## src/rtl/grf_wport_arbiter.sv

```systemverilog
// grf_wport_arbiter
//   Shares the single GRF write port among NREQ writers. A round-robin
//   arbiter grants at most one valid requester per cycle (valid/ready
//   handshake), the granted write is registered into a one-stage output
//   register that drives the GRF, and a forwarding tap exposes that pending
//   write to readers before the GRF has captured it.
//
// Ports
//   clk        rising-edge clock
//   reset      synchronous, active-low reset
//   req_valid  per-requester write request
//   req_addr   requester i destination register at [5*i+4:5*i]
//   req_data   requester i write data at [32*i+31:32*i]
//   req_ready  one-hot (or zero) grant; transfer when valid & ready
//   stall      freezes granting while high
//   regwrite   registered GRF write enable
//   Waddr      registered GRF write address
//   Wdata      registered GRF write data
//   grant_id   index of the requester behind the current output write
//   fwd_ra     read address compared against the pending write
//   fwd_hit    pending write matches fwd_ra (combinational)
//   fwd_data   Wdata when fwd_hit, else 0
module grf_wport_arbiter #(
    parameter int NREQ = 4,
    parameter int IDW  = 2
) (
    input  logic                clk,
    input  logic                reset,
    input  logic [NREQ-1:0]     req_valid,
    input  logic [5*NREQ-1:0]   req_addr,
    input  logic [32*NREQ-1:0]  req_data,
    output logic [NREQ-1:0]     req_ready,
    input  logic                stall,
    output logic                regwrite,
    output logic [4:0]          Waddr,
    output logic [31:0]         Wdata,
    output logic [IDW-1:0]      grant_id,
    input  logic [4:0]          fwd_ra,
    output logic                fwd_hit,
    output logic [31:0]         fwd_data
);

    logic            regwrite_q, regwrite_d;
    logic [4:0]      waddr_q, waddr_d;
    logic [31:0]     wdata_q, wdata_d;
    logic [IDW-1:0]  grant_id_q, grant_id_d;
    logic [IDW-1:0]  rr_ptr_q, rr_ptr_d;

    logic            hi_found, lo_found, grant;
    int              hi_idx, lo_idx, win_idx;
    logic [4:0]      sel_addr;
    logic [31:0]     sel_data;

    // Round-robin search split in two halves: the lowest valid index at or
    // above rr_ptr wins; if there is none, the lowest valid index overall
    // (the wrapped part of the search) wins. Scanning downwards leaves the
    // lowest matching index in each result.
    always_comb begin
        hi_found = 1'b0;
        lo_found = 1'b0;
        hi_idx   = 0;
        lo_idx   = 0;
        for (int i = NREQ - 1; i >= 0; i--) begin
            if (req_valid[i]) begin
                lo_found = 1'b1;
                lo_idx   = i;
                if (i >= int'(rr_ptr_q)) begin
                    hi_found = 1'b1;
                    hi_idx   = i;
                end
            end
        end
        win_idx = hi_found ? hi_idx : lo_idx;
        // Grants are suppressed while in reset so nobody hands off a write
        // that the output stage is about to discard.
        grant   = (hi_found | lo_found) & ~stall & reset;
    end

    always_comb begin
        sel_addr  = '0;
        sel_data  = '0;
        req_ready = '0;
        for (int i = 0; i < NREQ; i++) begin
            if (i == win_idx) begin
                sel_addr     = req_addr[5*i +: 5];
                sel_data     = req_data[32*i +: 32];
                req_ready[i] = grant;
            end
        end
    end

    // Output stage and pointer update. A ready is only raised towards a
    // valid requester, so grant is the handshake itself.
    always_comb begin
        regwrite_d = 1'b0;
        waddr_d    = waddr_q;
        wdata_d    = wdata_q;
        grant_id_d = grant_id_q;
        rr_ptr_d   = rr_ptr_q;
        if (grant) begin
            // $0 writes are accepted and consume a turn but never reach the GRF.
            regwrite_d = (sel_addr != 5'd0);
            waddr_d    = sel_addr;
            wdata_d    = sel_data;
            grant_id_d = IDW'(win_idx);
            rr_ptr_d   = (win_idx == NREQ - 1) ? '0 : IDW'(win_idx + 1);
        end
    end

    always_ff @(posedge clk) begin
        if (!reset) begin
            regwrite_q <= 1'b0;
            waddr_q    <= '0;
            wdata_q    <= '0;
            grant_id_q <= '0;
            rr_ptr_q   <= '0;
        end else begin
            regwrite_q <= regwrite_d;
            waddr_q    <= waddr_d;
            wdata_q    <= wdata_d;
            grant_id_q <= grant_id_d;
            rr_ptr_q   <= rr_ptr_d;
        end
    end

    assign regwrite = regwrite_q;
    assign Waddr    = waddr_q;
    assign Wdata    = wdata_q;
    assign grant_id = grant_id_q;

    // Covers the cycle between output-stage commit and GRF capture.
    assign fwd_hit  = regwrite_q && (waddr_q == fwd_ra) && (fwd_ra != 5'd0);
    assign fwd_data = fwd_hit ? wdata_q : 32'd0;

endmodule

```

## config.mk

```make
export PLATFORM = sky130hd
export DESIGN_NAME = grf_wport_arbiter
export DESIGN_NICKNAME = d
export VERILOG_FILES = /design/src/rtl/grf_wport_arbiter.sv
export SDC_FILE = /design/constraint.sdc
export NUM_CORES = 1
export LEC_CHECK = 0
export CAP_MARGIN = 40
export CORE_MARGIN = 1
export CORE_UTILIZATION = 30
export CTS_CLUSTER_SIZE = 10
export DETAILED_ROUTE_END_ITERATION = 8
export HOLD_SLACK_MARGIN = 0.03
export PLACE_DENSITY = 0.81
export SETUP_SLACK_MARGIN = 0.15
export SYNTH_ARGS = -nofsm -noshare
export SYNTH_HDL_FRONTEND = slang
export SYNTH_SLANG_ARGS = --single-unit
```

## constraint.sdc

```tcl
create_clock -name clk -period 3.2 [get_ports clk]
set_input_delay 0.96 -clock clk [delete_from_list [all_inputs] [get_ports clk]]
set_output_delay 0.96 -clock clk [all_outputs]
set_load 0.05 [all_outputs]
```

==> impl_results.rst <==
.. list-table::
   :header-rows: 1

   * - Metric
     - Value
   * - Count of non-filler cells in the finished layout
     - between 700 and 800
   * - Antenna violations before repair
     - 0
   * - Gate family responsible for the most delay along the worst path
     - simple AND/OR/NAND/NOR gates
   * - Simple-Gate Fraction of Synth Area
     - between 20% and 30%
   * - Top achievable clock speed
     - 311 MHz
   * - Startpoint of the worst register-to-register path
     - rr_ptr_q[1]
   * - Violated checks
     - negative setup slack
   * - Register share of total power
     - roughly 28%
   * - Cell at the root of the clock tree
     - sky130_fd_sc_hd__clkbuf_8
   * - Worst hold margin
     - just under 0.5 ns
   * - Insertion delay to the later sink of the worst-skew pair
     - about 0.28 ns
   * - Power density cells
     - 366 nW/µm²
   * - GRT met2 Usage
     - around half
   * - Final design utilization
     - approximately 69%
   * - Number of distinct library cell variants in the gate-level netlist after synthesis
     - 37
   * - Adder-Cell Fraction of Synth Area
     - under 10%
   * - Total length of routed wires
     - 13800 µm
   * - Starting utilization of the core area
     - 31.1%
   * - Post-synthesis instance area
     - a little under 3000 µm²
   * - Via count of the first global-routing pass
     - ~4200
   * - Vias per cell
     - 5.41
   * - Y dimension of the die
     - 100 µm
   * - DRC violation total after the first TritonRoute iteration
     - between 90 and 100
   * - Die extent in x
     - about 100 µm
   * - Clk pin slew, worst setup/hold paths
     - ~0.080 ns
   * - Worst hold path endpoint
     - grant_id[1]
   * - Critical Path AT
     - between 2 and 2.5 ns
   * - Total number of H-tree levels
     - 2
   * - Global Route met3 Usage
     - between 7 and 8%
   * - Post-route ant nets
     - 0
   * - Count of yosys warnings during synthesis
     - 0
   * - Clk sink count
     - 42
   * - Proportion of synthesized area in mux cells
     - less than 1%
   * - Routability-driven placement congestion ratio
     - about 0.86
   * - Setup CP Type
     - primary input to primary output
   * - Largest net degree at the start of global routing
     - 46
   * - Top cells by area in the synthesized netlist
     - sky130_fd_sc_hd__dfxtp_1 (29%), sky130_fd_sc_hd__a21oi_1 (17%), sky130_fd_sc_hd__a221o_1 (11%), sky130_fd_sc_hd__and2_1 (7.6%), sky130_fd_sc_hd__nand2b_1 (7.4%)
   * - Fraction of layout instances using a drive strength above 1
     - a little under a quarter
   * - Buffer depth of the longest clock path
     - 2
   * - Overflow left after global routing
     - 0
   * - Proportion of synthesized flip-flops having asynchronous set or reset
     - 0%
   * - Count of placed standard cells including taps
     - between 700 and 800
   * - P_leak
     - 2.50 nW
   * - FF+latch count, synth
     - 42
   * - Number of remaining DRC errors
     - 0
   * - Main flop type after synthesis
     - sky130_fd_sc_hd__dfxtp_1
   * - Cell taking the most area after synthesis
     - sky130_fd_sc_hd__dfxtp_1
   * - Min Clock Period, post-route
     - around 3.2 ns
   * - Final-stage net count
     - just under 800
   * - Max-Slew Margin vs Limit
     - ~64%
   * - Detailed-router iteration count before antenna repair
     - 4
   * - Register-to-register path setup slack
     - ~0.42 ns
   * - Hold violation count in the final report
     - 0
   * - GR Util All Layers
     - between 20% and 30%
   * - Total clock buffers created by CTS
     - 5
   * - Max-Cap Viols
     - 0
   * - Count of pins over their slew limit
     - 0
   * - Synthesized area divided by synthesized cell count
     - approximately 7.5 µm²
   * - CP Cell Sequence
     - buf_6 -> or2_1 -> o21ai_1 -> and4_4 -> buf_6 -> buf_12 -> buf_16 -> and2_4 -> buf_12
   * - Antenna fix cells
     - 0
   * - Buf+Inv Stages, Crit Path
     - 5
   * - Highest-utilization routing layer at the global route stage
     - met2
   * - Post-Syn Instances
     - 385
   * - HPWL reported at the end of detailed placement
     - slightly below 10000 µm
   * - Internal power consumption
     - around 1.5 mW
   * - Total Neg Setup Slack
     - -0.0977 ns
   * - Cells on worst reg2reg path
     - 11
   * - Synth Area in XOR/XNOR
     - roughly 1.2%
   * - Total via count in the routed design
     - 4097
   * - Final Worst Setup Slack
     - -0.0191 ns
   * - Count of endpoints failing setup in the final report
     - 6
   * - Synthesis-to-finish area growth
     - 121%
   * - Most frequently used cell type in the post-synthesis netlist
     - sky130_fd_sc_hd__a21oi_1
   * - Dominant combinational cell family by area after synthesis
     - compound AO/OA/AOI/OAI gates
   * - Clock power frac
     - roughly 22%
   * - Hold Path Origin
     - grant_id[1]
   * - Power dissipated by switching net loads
     - 0.868 mW
   * - Worst endpoint required time
     - roughly 2.2 ns
   * - Global-route wire length before repair
     - 20500 µm
   * - TritonCTS clock tree
     - built
   * - Area of the die
     - 10000 µm²
   * - Synthesized netlist net count
     - between 500 and 600
   * - Area of the core
     - roughly 9300 µm²
   * - EDFF count, synth
     - 0
   * - Most instantiated cells after synthesis
     - sky130_fd_sc_hd__a21oi_1 (99), sky130_fd_sc_hd__dfxtp_1 (42), sky130_fd_sc_hd__and2_1 (35)
   * - Capture point of the worst reg-to-reg path
     - regwrite
   * - Largest fanout of any net on the critical path
     - 6
   * - Post-CTS Hold Buffers
     - 0
   * - Hold WC Path Type
     - register to register
   * - Proportion of power drawn by combinational gates
     - around 50%
   * - Critical path launch point type
     - primary input
   * - Maximum VDD drop
     - 0.000197 V
   * - Compound-gate portion of the synthesized area
     - roughly 34%
   * - Category of the worst setup path capture point
     - primary output
   * - Outcome
     - finished with violations
   * - Port-buffer cells
     - ~240
   * - I/O pin count
     - roughly 240
   * - Fraction of the yosys area taken by sequential cells
     - 29.1%
   * - Longest individual stage delay on the worst path
     - between 0.2 and 0.3 ns
   * - Number of stages on the worst hold path
     - 2
   * - Average wire length per cell after detail routing
     - between 15 and 20 µm
   * - Clock tree skew after final layout
     - 0.00356 ns
   * - Met1 usage in global routing
     - 26.1%
   * - Overall power
     - around 2.3 mW
   * - Slew at the pin closest to its max-slew limit
     - about 0.53 ns
   * - Slowest cell on the critical path
     - sky130_fd_sc_hd__and4_4
   * - Crit share post-route
     - 101%
   * - RSZ-0062 raised after global routing
     - true
   * - Share of total power consumed by net switching
     - 37.1%
   * - Site row count
     - 35
   * - Synth top area share
     - 29.1%
[through the flow]
| step | setup slack, ns | area (µm²) |
|---|---|---|
| floorplan | 0.0632 | 3030 |
| global placement | -0.350 | 5910 |
| detailed placement | -0.471 | 5910 |
| CTS | -0.0227 | 6310 |
| global route | -0.0562 | 6390 |
| finish | -0.0191 | 6390 |
[flip-flops by register name (all words and copies together) (netlist names)]
name / cells
regwrite: 1
rr_ptr_q: 2
Waddr: 5
Wdata: 32
grant_id: 2
[cell usage in the layout (no fill, tap or decap), types with 9 or more instances in the layout]
master / synthesis / layout
sky130_fd_sc_hd__clkdlybuf4s50_1: 0 / 189
sky130_fd_sc_hd__a21oi_1: 99 / 96
sky130_fd_sc_hd__dfxtp_1: 42 / 42
sky130_fd_sc_hd__buf_12: 0 / 38
sky130_fd_sc_hd__and2_4: 0 / 35
sky130_fd_sc_hd__nand2b_1: 34 / 33
sky130_fd_sc_hd__nand3_1: 33 / 33
sky130_fd_sc_hd__a221o_1: 32 / 32
sky130_fd_sc_hd__buf_4: 2 / 27
sky130_fd_sc_hd__nand2_1: 10 / 10
sky130_fd_sc_hd__buf_6: 1 / 9
[cell type report]
cell class	count	area, µm²
repair buffers	275	3130
fillers	718	2900
flip-flops and latches	42	841
clock inverters	2	60.1
clock buffers	6	82.6
well taps	129	161
inverters	5	18.8
multi-input cells	299	2090
[routing by layer]
metal	vias to the layer above	part of all wire, %
li1	1898	-
met1	1932	36
met2	219	52
met3	48	8.4
met4	0	4.1
met5	-	0
[cells by family (layout without fill, tap and decap cells)]
logic type,after synthesis,count (layout)
flip-flops,42,42
multiplexers,1,1
AO/OA/AOI/OAI,156,156
AND/OR/NAND/NOR,134,134
buffers and inverters,44,288
XOR/XNOR,4,4
adder cells (fa/ha/maj),4,4
[power groups by stage]
stage	Combinational, mW	Sequential [mW]	Clock (mW)
6_report	1.17	0.652	0.517
5_1_grt	1.24	0.660	0.551
4_1_cts	1.14	0.651	0.530
3_5_place_dp	1.11	0.659	0
3_3_place_gp	1.09	0.655	0
2_1_floorplan	0.453	0.849	0
[worst min-delay path, stage by stage (launching register included)]
cell	delay, ns
sky130_fd_sc_hd__dfxtp_1	0.32
sky130_fd_sc_hd__nand3_1	0.06
sky130_fd_sc_hd__o21ai_0	0.06
[how the worst max path moves through the flow]
stage	startpoint	slack, ns	cells past startpoint	end
2_1_floorplan	req_valid[0]	0.06	9	req_ready[3]
3_3_place_gp	req_valid[0]	-0.35	9	req_ready[0]
3_5_place_dp	req_valid[0]	-0.47	12	regwrite
4_1_cts	fwd_ra[0]	-0.02	9	fwd_data[30]
5_1_grt	fwd_ra[2]	-0.06	9	fwd_data[25]
6_report	fwd_ra[4]	-0.02	9	fwd_data[30]
[what timing repair did]
| item | CTS | global route |
|---|---|---|
| endpoints found under the hold margin | 0 | 0 |
| gates cloned | 3 | 0 |
| setup endpoints to repair | 74 | 66 |
| buffers inserted | 8 | 1 |
| resized for setup | 77 | 15 |
| pin swaps | 10 | 8 |
Power figures use the tool's default switching activity.
